## src/rtl/imem_loader.sv

```systemverilog
// Boot loader: assembles little-endian words from a byte stream, writes them into
// instruction memory, then releases cpu_reset. Define IMEM_LOADER_CHECKSUM_EN for a trailing checksum word.
module imem_loader #(
    parameter int ADDR_W = 8
) (
    input  logic              clk,
    input  logic              reset,
    input  logic [7:0]        rx_data,
    input  logic              rx_valid,
    output logic              rx_ready,
    output logic              imem_we,
    output logic [ADDR_W-1:0] imem_waddr,
    output logic [31:0]       imem_wdata,
    output logic              cpu_reset,
    output logic              load_done,
    output logic              load_err,
    output logic [ADDR_W:0]   word_count
);

`ifdef IMEM_LOADER_CHECKSUM_EN
    typedef enum logic [2:0] {S_LEN, S_DATA, S_CKSUM, S_DRAIN, S_RUN, S_ERR} state_t;
`else
    typedef enum logic [2:0] {S_LEN, S_DATA, S_DRAIN, S_RUN, S_ERR} state_t;
`endif

    localparam logic [32:0] DEPTH = 33'd1 << ADDR_W;

    state_t            state_q, state_d;
    logic [1:0]        byte_cnt_q, byte_cnt_d;
    logic [23:0]       asm_q, asm_d;
    logic [31:0]       len_q, len_d;
    logic [ADDR_W:0]   wc_q, wc_d;
    logic              we_q, we_d;
    logic [ADDR_W-1:0] waddr_q, waddr_d;
    logic [31:0]       wdata_q, wdata_d;
    logic [31:0]       word;
    logic              accept;
`ifdef IMEM_LOADER_CHECKSUM_EN
    logic [31:0]       sum_q, sum_d;
`endif

    always_ff @(posedge clk or posedge reset) begin
        if (reset) begin
            state_q    <= S_LEN;
            byte_cnt_q <= 2'd0;
            asm_q      <= 24'd0;
            len_q      <= 32'd0;
            wc_q       <= '0;
            we_q       <= 1'b0;
            waddr_q    <= '0;
            wdata_q    <= 32'd0;
`ifdef IMEM_LOADER_CHECKSUM_EN
            sum_q      <= 32'd0;
`endif
        end else begin
            state_q    <= state_d;
            byte_cnt_q <= byte_cnt_d;
            asm_q      <= asm_d;
            len_q      <= len_d;
            wc_q       <= wc_d;
            we_q       <= we_d;
            waddr_q    <= waddr_d;
            wdata_q    <= wdata_d;
`ifdef IMEM_LOADER_CHECKSUM_EN
            sum_q      <= sum_d;
`endif
        end
    end

    // The fourth byte is never stored; it is merged straight into the completed word.
    always_comb begin
        state_d    = state_q;
        byte_cnt_d = byte_cnt_q;
        asm_d      = asm_q;
        len_d      = len_q;
        wc_d       = wc_q;
        we_d       = 1'b0;
        waddr_d    = waddr_q;
        wdata_d    = wdata_q;
`ifdef IMEM_LOADER_CHECKSUM_EN
        sum_d      = sum_q;
`endif
        word   = {rx_data, asm_q};
        accept = rx_valid && rx_ready;

        if (accept) begin
            byte_cnt_d = byte_cnt_q + 2'd1;
            case (byte_cnt_q)
                2'd0:    asm_d[7:0]   = rx_data;
                2'd1:    asm_d[15:8]  = rx_data;
                2'd2:    asm_d[23:16] = rx_data;
                default: ;
            endcase
            if (byte_cnt_q == 2'd3) begin
                case (state_q)
                    S_LEN: begin
                        len_d = word;
                        if (word == 32'd0) begin
`ifdef IMEM_LOADER_CHECKSUM_EN
                            state_d = S_CKSUM;
`else
                            state_d = S_RUN;
`endif
                        end else if ({1'b0, word} > DEPTH) begin
                            state_d = S_ERR;
                        end else begin
                            state_d = S_DATA;
                        end
                    end
                    S_DATA: begin
                        we_d    = 1'b1;
                        waddr_d = wc_q[ADDR_W-1:0];
                        wdata_d = word;
                        wc_d    = wc_q + 1'b1;
`ifdef IMEM_LOADER_CHECKSUM_EN
                        sum_d   = sum_q + word;
                        if (32'(wc_d) == len_q) state_d = S_CKSUM;
`else
                        if (32'(wc_d) == len_q) state_d = S_DRAIN;
`endif
                    end
`ifdef IMEM_LOADER_CHECKSUM_EN
                    S_CKSUM: begin
                        if (word != sum_q)        state_d = S_ERR;
                        else if (len_q == 32'd0)  state_d = S_RUN;
                        else                      state_d = S_DRAIN;
                    end
`endif
                    default: ;
                endcase
            end
        end

        if (state_q == S_DRAIN) state_d = S_RUN;
    end

`ifdef IMEM_LOADER_CHECKSUM_EN
    assign rx_ready = (state_q == S_LEN) || (state_q == S_DATA) || (state_q == S_CKSUM);
`else
    assign rx_ready = (state_q == S_LEN) || (state_q == S_DATA);
`endif
    assign imem_we    = we_q;
    assign imem_waddr = waddr_q;
    assign imem_wdata = wdata_q;
    assign cpu_reset  = (state_q != S_RUN);
    assign load_done  = (state_q == S_RUN);
    assign load_err   = (state_q == S_ERR);
    assign word_count = wc_q;

endmodule

```

## config.mk

```make
export PLATFORM = sky130hd
export DESIGN_NAME = imem_loader
export DESIGN_NICKNAME = d
export VERILOG_FILES = /design/src/rtl/imem_loader.sv
export SDC_FILE = /design/constraint.sdc
export NUM_CORES = 1
export LEC_CHECK = 0
export CAP_MARGIN = 20
export CORE_ASPECT_RATIO = 0.75
export CORE_MARGIN = 2
export CORE_UTILIZATION = 25
export CTS_CLUSTER_SIZE = 25
export DETAILED_ROUTE_END_ITERATION = 10
export HOLD_SLACK_MARGIN = 0.03
export SETUP_SLACK_MARGIN = 0.3
export SYNTH_ARGS = -nofsm -noshare
export SYNTH_HDL_FRONTEND = slang
export SYNTH_SLANG_ARGS = --single-unit
```

## constraint.sdc

```tcl
create_clock -name clk -period 3.74 [get_ports clk]
set_input_delay 0.374 -clock clk [delete_from_list [all_inputs] [get_ports clk]]
set_output_delay 0.374 -clock clk [all_outputs]
set_load 0.01 [all_outputs]
```

==> reports/metrics.csv <==
metric;value;unit
ioPinCount;65;
gp_congestion;0.796;
critPathMaxFanout;7;
vias_per_cell;4.31;
grt_overflow_total;0;
p_leak;0.00272;µW
worstSetupPathType;reg -> out;
synth-compound-area-share;0.0220;
irDropWorstVdd;0.255;mV
yosysSeqAreaShare;0.594;
synth_xor_area_frac;0.0319;
dieArea;19800;µm²
synth_top_family_by_area;simple AND/OR/NAND/NOR gates;
dr_wl_met3;576;µm
nets;489;
fillCellCount;1896;
cts.root.buffer_cell;clkbuf_16;
grt_antenna_before_repair;0;
synth-simple-area-share;0.178;
worstPathRequired;3.37;ns
synth_mux_area_frac;0.137;
cts_resized;0;
seq_area;2780;µm²
endpoint_kind;primary output;
grt_max_degree;73;
h-tree-depth;3;
portBuffers;64;
layout_common_cells;132 x nand2_1, 111 x dfrtp_1, 64 x clkdlybuf4s50_1;
yosysTopAreaCell;dfrtp_1;
postCtsSetupRepairBufs;0;
top_layer;met4;
setup_violations;0;
ys_warn_count;0;
layout_commonest_cell;nand2_1;
drtIter0Drc;211;
area_delta_synth_final;26.4;%
wl_met1;5.82;mm
fin_crit;2.17;ns
cp.arrival;1.80;ns
synth.avg_cell_area;11.4;µm²
cts_tree;done;
dr.pass1.iters;5;
wl_met2;4.65;mm
max_freq;461;MHz
core_area;18400;µm²
die_w;162;µm
cts_buffers;9;
vias;3123;
ctsHoldBuffers;0;
status;finished clean;
synth_fa_ha_area_frac;0.0134;
dpl.hpwl;7.79;mm
finClkSkew;0.00717;ns
routed_wl;11.1;mm
critPathLaunchType;flip-flop;
slew_headroom;0.393;
multi_input_area;1800;µm²
ant_nets;0;
finalSetupTns;0;ns
yosysUniqueCellTypes;43;
num_rows;43;
yosys-top-cells-area;dfrtp_1 59%, mux2_2 13%, nand2_1 11%;
grt_pass1_vias;3228;
start_util;0.254;
timing.final.crit_share;0.581;
drc;0;
hold_class;reg -> reg;
wl_per_cell;15.3;µm
utilization;0.321;
hold_viol;0;
worstMarginPinSlew;0.910;ns
synth_top_cell_area_share;0.594;
ys_ff_latch;111;
syn_nets;427;
drv_slew;0;
clkTransAtPathRegs;0.07;ns
synth_cells;411;
grt_util_all_layers;0.118;
rsz0062_at_grt;false;
clock_sinks;111;
whs;0.473;ns
grt_pass1_wl;18.0;mm
drive_above_1_share;0.172;
insertion_delay;0.35;ns
cap_viol_max_count;0;
clockBufferDepth;2;
die_h;122;µm
num_antenna_cells;0;
netlist_area;4670;µm²
power_density;578;nW/µm²
[flip-flops by register name, summed over array words and instances (netlist names)]
register / flops
imem_waddr: 8
imem_we: 1
len_q: 32
state_q: 3
imem_wdata: 32
byte_cnt_q: 2
word_count: 9
asm_q: 24
[logic make-up after synthesis]
family,Yosys count
AND/OR/NAND/NOR,184
multiplexers,57
AO/OA/AOI/OAI,14
buffers and inverters,23
flip-flops,111
adder cells (fa/ha/maj),5
XOR/XNOR,17
[layout make-up]
type                       count  area share
clock buffer                  10      0.0388
clock inverter                 6      0.0144
inverter                       6     0.00424
multi-input combinational    277       0.304
sequential                   111       0.470
tap                          247      0.0523
timing repair buffer          68       0.116
[where the power goes]
group | leakage, µW | internal, µW | switching, µW
sequential | 0.00145 | 1510 | 279
combinational | 0.00113 | 365 | 246
clock | 0.000148 | 585 | 427
[final timing paths]
| check | from | to | slack, ns | depth (start not counted) |
|---|---|---|---|---|
| min in group asynchronous | reset | asm_q[3]$_DFFE_PP0P_ | 0.58 | 2 |
| worst min register to register | imem_wdata[2]$_DFFE_PP0P_ | imem_wdata[2]$_DFFE_PP0P_ | 0.47 | 2 |
| worst max register to register | word_count[0]$_DFFE_PP0P_ | state_q[0]$_DFFE_PP0P_ | 1.64 | 6 |
| max in group asynchronous | reset | imem_waddr[5]$_DFFE_PP0P_ | 2.46 | 3 |
| worst min-delay path | imem_wdata[2]$_DFFE_PP0P_ | imem_wdata[2]$_DFFE_PP0P_ | 0.47 | 2 |
| worst max-delay path | state_q[2]$_DFFE_PP0P_ | load_err | 1.57 | 2 |
[synth_stat cells (all sizes together)]
| master | number |
|---|---|
| and4 | 1 |
| and3 | 5 |
| buf | 9 |
| nor2b | 1 |
| nand3 | 4 |
| mux2 | 57 |
| clkbuf | 8 |
| xor2 | 6 |
| o21a | 1 |
| nand3b | 1 |
| nand4bb | 1 |
| a21oi | 1 |
| xnor2 | 11 |
| nor3b | 1 |
| and4bb | 1 |
| o21ai | 3 |
| o211a | 1 |
| a21o | 2 |
| nand2b | 1 |
| nor2 | 8 |
| inv | 6 |
| dfrtp | 111 |
| or3 | 3 |
| nor4b | 1 |
| ha | 5 |
| or2 | 1 |
| o2111ai | 2 |
| nor3 | 5 |
| nand2 | 132 |
| a31o | 1 |
| nor4 | 14 |
| a311oi | 2 |
| a31oi | 1 |
| nand4 | 4 |
[per-layer routing]
| metal | track usage | up-vias |
|---|---|---|
| li1 | - | 1504 |
| met1 | 0.171 | 1548 |
| met2 | 0.169 | 65 |
| met3 | 0.0389 | 6 |
| met4 | 0.0321 | 0 |
| met5 | 0 | - |
[stage by stage]
stage	cells	setup slack, ns	total power (µW)	area, µm²
finish	725	1.57	3410	5910
global route	725	1.48	3610	5910
CTS	725	1.53	3440	5910
detailed placement	709	1.55	2420	5590
global placement	709	1.59	2380	5590
floorplan	411	0.435	2190	4670
[critical path, cell delays in order (launching register included)]
cell and delay (ns):
dfrtp_1 0.49, nor3b_1 0.35, clkdlybuf4s50_1 0.61
No activity file was read; power rests on OpenSTA's default activity.
